## config.mk

```make
export PLATFORM = sky130hd
export DESIGN_NAME = adc_avg_capture
export DESIGN_NICKNAME = d
export VERILOG_FILES = /design/src/rtl/adc_pkg.sv /design/src/rtl/adc_result_buffer.sv /design/src/rtl/adc_avg_capture.sv
export SDC_FILE = /design/constraint.sdc
export NUM_CORES = 1
export LEC_CHECK = 0
export ABC_AREA = 1
export ABC_CLOCK_PERIOD_IN_PS = 1600
export CAP_MARGIN = 5
export CORE_MARGIN = 2
export CORE_UTILIZATION = 48
export CTS_CLUSTER_DIAMETER = 40
export DETAILED_ROUTE_END_ITERATION = 10
export GPL_TIMING_DRIVEN = 1
export PLACE_DENSITY_LB_ADDON = 0.12
export SYNTH_ARGS = -nofsm -noshare
export SYNTH_HDL_FRONTEND = slang
export SYNTH_SLANG_ARGS = --single-unit
```

## constraint.sdc

```tcl
create_clock -name clk -period 1.6 [get_ports clk]
set_input_delay 0.32 -clock clk [delete_from_list [all_inputs] [get_ports clk]]
set_output_delay 0.32 -clock clk [all_outputs]
set_load 0.02 [all_outputs]
```

## src/rtl/adc_pkg.sv

```systemverilog
// Shared definitions for the ADC averaging capture block.
// Holds the capture FSM state type, ADC default widths/latency, and the
// accumulator width helper used to size the running sum.
package adc_pkg;

    typedef enum logic [1:0] {
        IDLE,
        START,
        WAIT,
        CAPTURE
    } adc_cap_state_t;

    localparam int ADC_DATA_W      = 8;
    localparam int ADC_CONV_CYCLES = 8;

    // Summing 2^avg_log2 samples of data_w bits never needs more than
    // data_w + avg_log2 bits.
    function automatic int acc_width(input int data_w, input int avg_log2);
        return data_w + avg_log2;
    endfunction

endpackage

```

## src/rtl/adc_result_buffer.sv

```systemverilog
// Single-entry valid/ready holding register for averaged results, with a
// sticky overrun flag.
// Ports:
//   clk, rst_n         clock, async active-low reset
//   push, push_data    new result from the averager (one-cycle strobe)
//   avg_data/avg_valid held result toward the consumer
//   avg_ready          consumer accepts the held result
//   overrun            sticky: a pushed result was dropped
//   clr_overrun        synchronous clear for overrun (set wins over clear)
module adc_result_buffer #(
    parameter int DATA_W = 8
) (
    input  logic              clk,
    input  logic              rst_n,
    input  logic              push,
    input  logic [DATA_W-1:0] push_data,
    output logic [DATA_W-1:0] avg_data,
    output logic              avg_valid,
    input  logic              avg_ready,
    output logic              overrun,
    input  logic              clr_overrun
);

    logic xfer;
    logic drop;

    assign xfer = avg_valid & avg_ready;
    // Buffer is occupied and not draining this cycle: the new result is lost.
    assign drop = push & avg_valid & ~avg_ready;

    always_ff @(posedge clk or negedge rst_n) begin
        if (!rst_n) begin
            avg_data  <= '0;
            avg_valid <= 1'b0;
            overrun   <= 1'b0;
        end else begin
            if (push && !drop) begin
                // Covers both an empty buffer and a same-cycle transfer.
                avg_data  <= push_data;
                avg_valid <= 1'b1;
            end else if (xfer) begin
                avg_valid <= 1'b0;
            end

            if (drop)
                overrun <= 1'b1;
            else if (clr_overrun)
                overrun <= 1'b0;
        end
    end

endmodule

```

## src/rtl/adc_avg_capture.sv

```systemverilog
// ADC conversion sequencer and sample averager.
// Pulses adc_start, captures adc_data CONV_CYCLES later, accumulates
// 2^AVG_LOG2 samples and hands the truncated mean to a result buffer.
// Ports:
//   clk, rst_n         clock, async active-low reset
//   enable             run continuous conversion bursts while high
//   adc_start          registered one-cycle start pulse to the ADC
//   adc_data           ADC sample input
//   avg_data/avg_valid/avg_ready   result handshake
//   overrun/clr_overrun            sticky dropped-result flag and its clear
//   busy               FSM not idle
module adc_avg_capture
    import adc_pkg::*;
#(
    parameter int DATA_W      = ADC_DATA_W,
    parameter int CONV_CYCLES = ADC_CONV_CYCLES,
    parameter int AVG_LOG2    = 2
) (
    input  logic              clk,
    input  logic              rst_n,
    input  logic              enable,
    output logic              adc_start,
    input  logic [DATA_W-1:0] adc_data,
    output logic [DATA_W-1:0] avg_data,
    output logic              avg_valid,
    input  logic              avg_ready,
    output logic              overrun,
    input  logic              clr_overrun,
    output logic              busy
);

    localparam int ACC_W  = acc_width(DATA_W, AVG_LOG2);
    localparam int CNT_W  = (AVG_LOG2 > 0) ? AVG_LOG2 : 1;
    localparam int WAIT_W = (CONV_CYCLES > 2) ? $clog2(CONV_CYCLES - 1) : 1;

    localparam logic [CNT_W-1:0]  LAST_CNT  = CNT_W'((1 << AVG_LOG2) - 1);
    // START plus (CONV_CYCLES-1) WAIT cycles puts CAPTURE at start+CONV_CYCLES.
    localparam logic [WAIT_W-1:0] WAIT_LOAD = WAIT_W'(CONV_CYCLES - 2);

    adc_cap_state_t    state;
    logic [WAIT_W-1:0] wait_cnt;
    logic [CNT_W-1:0]  sample_cnt;
    logic [ACC_W-1:0]  acc;
    logic [ACC_W-1:0]  sum;
    logic              last;
    logic              push;
    logic [DATA_W-1:0] push_data;

    assign sum  = acc + ACC_W'(adc_data);
    assign last = (sample_cnt == LAST_CNT);
    // A capture in a cycle where enable has dropped is discarded.
    assign push      = (state == CAPTURE) && enable && last;
    assign push_data = sum[ACC_W-1:AVG_LOG2];
    assign busy      = (state != IDLE);

    always_ff @(posedge clk or negedge rst_n) begin
        if (!rst_n) begin
            state      <= IDLE;
            adc_start  <= 1'b0;
            wait_cnt   <= '0;
            sample_cnt <= '0;
            acc        <= '0;
        end else begin
            adc_start <= 1'b0;
            case (state)
                IDLE: begin
                    if (enable) begin
                        state     <= START;
                        adc_start <= 1'b1;
                    end
                end
                START: begin
                    if (!enable) begin
                        state      <= IDLE;
                        acc        <= '0;
                        sample_cnt <= '0;
                    end else begin
                        wait_cnt <= WAIT_LOAD;
                        state    <= WAIT;
                    end
                end
                WAIT: begin
                    if (!enable) begin
                        state      <= IDLE;
                        acc        <= '0;
                        sample_cnt <= '0;
                    end else if (wait_cnt == '0) begin
                        state <= CAPTURE;
                    end else begin
                        wait_cnt <= wait_cnt - 1'b1;
                    end
                end
                CAPTURE: begin
                    if (!enable) begin
                        state      <= IDLE;
                        acc        <= '0;
                        sample_cnt <= '0;
                    end else begin
                        if (last) begin
                            acc        <= '0;
                            sample_cnt <= '0;
                        end else begin
                            acc        <= sum;
                            sample_cnt <= sample_cnt + 1'b1;
                        end
                        state     <= START;
                        adc_start <= 1'b1;
                    end
                end
                default: state <= IDLE;
            endcase
        end
    end

    adc_result_buffer #(
        .DATA_W(DATA_W)
    ) u_buf (
        .clk        (clk),
        .rst_n      (rst_n),
        .push       (push),
        .push_data  (push_data),
        .avg_data   (avg_data),
        .avg_valid  (avg_valid),
        .avg_ready  (avg_ready),
        .overrun    (overrun),
        .clr_overrun(clr_overrun)
    );

endmodule

```

==> summary.txt <==
Total track usage -> 19.33%
Slowest CP cell -> dfrtp_1
CTS Hold Bufs -> 0
Clock share of power -> 11.1%
Slew Limit Fails -> 0
Status -> complete, no violations
Max_slew headroom -> 76.32%
Post-DP Area -> 0.002118 mm^2
Dpl cells -> 297
Switch Pwr -> 0.001082 W
Syn Nets -> 236
Switching share of power -> 40.71%
Post-synth EDFFs -> 0
Asr flop ratio synth -> 100.0%
Seq pwr share -> 35.4%
Static leakage -> 1.211 nW
Synth unique cells -> 26
Root buffer cell -> clkbuf_4
Layout Utilization -> 66.89%
Critical Path RT -> 1.84 ns
Nets -> 288
Gpl congestion -> 0.8386
Vias after detailed routing -> 1,470
Worst hold margin -> 0.3340 ns
CP dominant cell by count -> nand2_2
Clock buffer depth -> 2
FMAX -> 625.4 MHz
Pin count of the biggest net entering global routing -> 29
Syn avg cell area -> 8.090 um^2
Yosys reg bits -> 28
Clk pin slew, worst setup/hold paths -> 0.15 ns
Effective utilization at floorplan -> 49.94%
Sequential area share after synthesis -> 42.04%
Drt wl/cell -> 11.93 um
Cells after synthesis -> 206
Combinational fraction of design power -> 53.5%
Sink Count -> 28
# setup viols final -> 0
Non-filler cells, final -> 302
Area grow syn2layout -> 33.93%
Die W -> 62.93 um
Drt total wl -> 3604 um
Worst VDD drop -> 0.7518 mV
CP delay by family, top -> adder cells
Final setup skew -> 0.008151 ns
Worst slew pin tran -> 0.3553 ns
Inserted Clock Buffers -> 3
TNS Setup -> 0 ns
HPWL Detailed -> 2629 um
DRC viols -> 0
CTS H-tree lvls -> 1
Finished Cell Area -> 0.002232 mm^2
Most frequent cells in the layout -> nand2_1 (54), dfrtp_1 (28), inv_1 (26)
Clk_lat worst skew -> 0.34 ns
Antenna violations before repair -> 0
Grt met3 use -> 1.802%
I/O Buffers -> 24
Max-Cap Viols -> 0
Critical Path Sink Type -> flop
Post-DRT Antenna Nets -> 0
Die area -> 0.003960 mm^2
Post-synth top flop -> dfrtp_1
Starting DRT DRC Count -> 52
First-pass GRT wire length -> 6120 um
Internal Power -> 0.001575 W
Number of diodes -> 0
Synthesis Warnings -> 0
Vias in the first global route -> 1,426
Met2 usage -> 33.51%
# fillers -> 318
Synth Cell Area -> 0.001667 mm^2
Core area -> 0.003337 mm^2
Via density -> 4.868
Final hold violations -> 0
DRT Pass-1 Iters -> 4
Share of layout cells above drive strength 1 -> 22.66%
Fin crit share -> 99.94%
Worst hold-check path type -> input pin to asynchronous set/reset pin
Crit path DAT -> 1.84 ns
CP bufs+invs -> 1
Gr busiest metal -> met2
Top-level port count -> 25
CTS tree -> built
CP Launch Type -> flop
Critical Path Max Stage Delay -> 0.38 ns
Pwr Density -> 1190 mW/mm^2
Grt ovf -> 0
Num rows -> 21
Crit-path cells -> ha_2 -> inv_2 -> fa_2 -> o21ai_4 -> nand2_2 -> nand2_2 -> nand2_2 -> nand3_1 -> nand2_1
Commonest non-fill, non-tap cell in the layout -> nand2_1
RSZ-0062 raised after global routing -> true
Crit-path max FO -> 3
Die Span Y -> 62.93 um
GR Layer Usage met1 -> 25.17%
CP Class -> flop to flop
Post-layout min period -> 1.599 ns
final cells by class:
| class | count | area (um^2) | share of cell area (%) |
|---|---|---|---|
| clock buffer | 3 | 22.52 | 1.009 |
| inverter | 30 | 112.6 | 5.045 |
| multi-input combinational | 147 | 935.9 | 41.93 |
| sequential | 28 | 700.7 | 31.39 |
| tap | 46 | 57.56 | 2.578 |
| timing repair buffer | 48 | 402.9 | 18.05 |
synth_stat cells, drive strengths merged, types with 2 or more instances:
library cell   n  area share (%)
a21oi          6             1.8
dfrtp         28              42
ha            16              12
inv           30             6.8
nand2         63              14
nand3         16             4.8
nand3b         3             1.4
nor2          14             3.8
o21a           2            0.90
o21ai         15             5.2
o22ai          2            0.75
xnor2          3             1.6
path summary, 6_finish.rpt:
kind                                               startpoint                       endpoint  slack (ns)  depth (start not counted)
max in group asynchronous                               rst_n  u_buf.avg_data[7]$_DFFE_PN0P_        1.00                          2
worst min register to register  u_buf.avg_data[3]$_DFFE_PN0P_  u_buf.avg_data[3]$_DFFE_PN0P_        0.49                          2
worst max register to register             acc[0]$_DFFE_PN0P_             acc[6]$_DFFE_PN0P_       0.001                          9
min in group clk                                  adc_data[0]             acc[0]$_DFFE_PN0P_        0.48                          3
worst max-delay path                       acc[0]$_DFFE_PN0P_             acc[6]$_DFFE_PN0P_       0.001                          9
worst min-delay path                                    rst_n        wait_cnt[0]$_DFFE_PN0P_        0.33                          2
registers in the layout, summed over array words and instances, names as in the netlist:
signal / flops
acc: 10
u_buf.avg_data: 8
wait_cnt: 3
sample_cnt: 2
state: 2
adc_start: 1
u_buf.avg_valid: 1
u_buf.overrun: 1
routing by layer:
metal | share of wire [%] | wire (um)
met2 | 48 | 1743
met5 | 0 | 0
met1 | 48 | 1723
met4 | 1.5 | 53
met3 | 2.3 | 84
worst register-to-register path: stages, from the launching register on:
cell and delay, ns:
dfrtp_1 0.38, ha_2 0.19, inv_2 0.04, fa_2 0.36, o21ai_4 0.21, nand2_2 0.09
nand2_2 0.07, nand2_2 0.06, nand3_1 0.06, nand2_1 0.05
kinds of logic (layout without fill, tap and decap cells):
family          count (synthesis)  after routing  synth area share, %
simple gates                   97             97                24.63
fa+ha+maj                      17             17                13.21
xor+xnor                        4              4                2.102
compound gates                 29             29                10.59
buf+inv                        31             81                7.433
flops                          28             28                42.04
timing repair:
action	in CTS	in global routing
buffers inserted	1	1
setup endpoints to repair	20	19
resized for setup	20	22
pin swaps	5	13
through the flow:
step	power (W)	worst slack, ns
detailed placement	0.002272	-0.4885
floorplan	0.001730	0.04520
finish	0.002657	0.001033
global placement	0.002248	-0.4524
CTS	0.002560	0.001918
global route	0.002896	-0.09288
power groups by stage:
stage          Combinational, W  Sequential [W]  Clock, W
2_1_floorplan          0.000768        0.000962         0
3_3_place_gp            0.00131        0.000943         0
3_5_place_dp            0.00133        0.000946         0
4_1_cts                 0.00133        0.000932  0.000301
5_1_grt                 0.00161        0.000952  0.000333
6_report                0.00142        0.000940  0.000295
(Power assumes the default switching activity.)
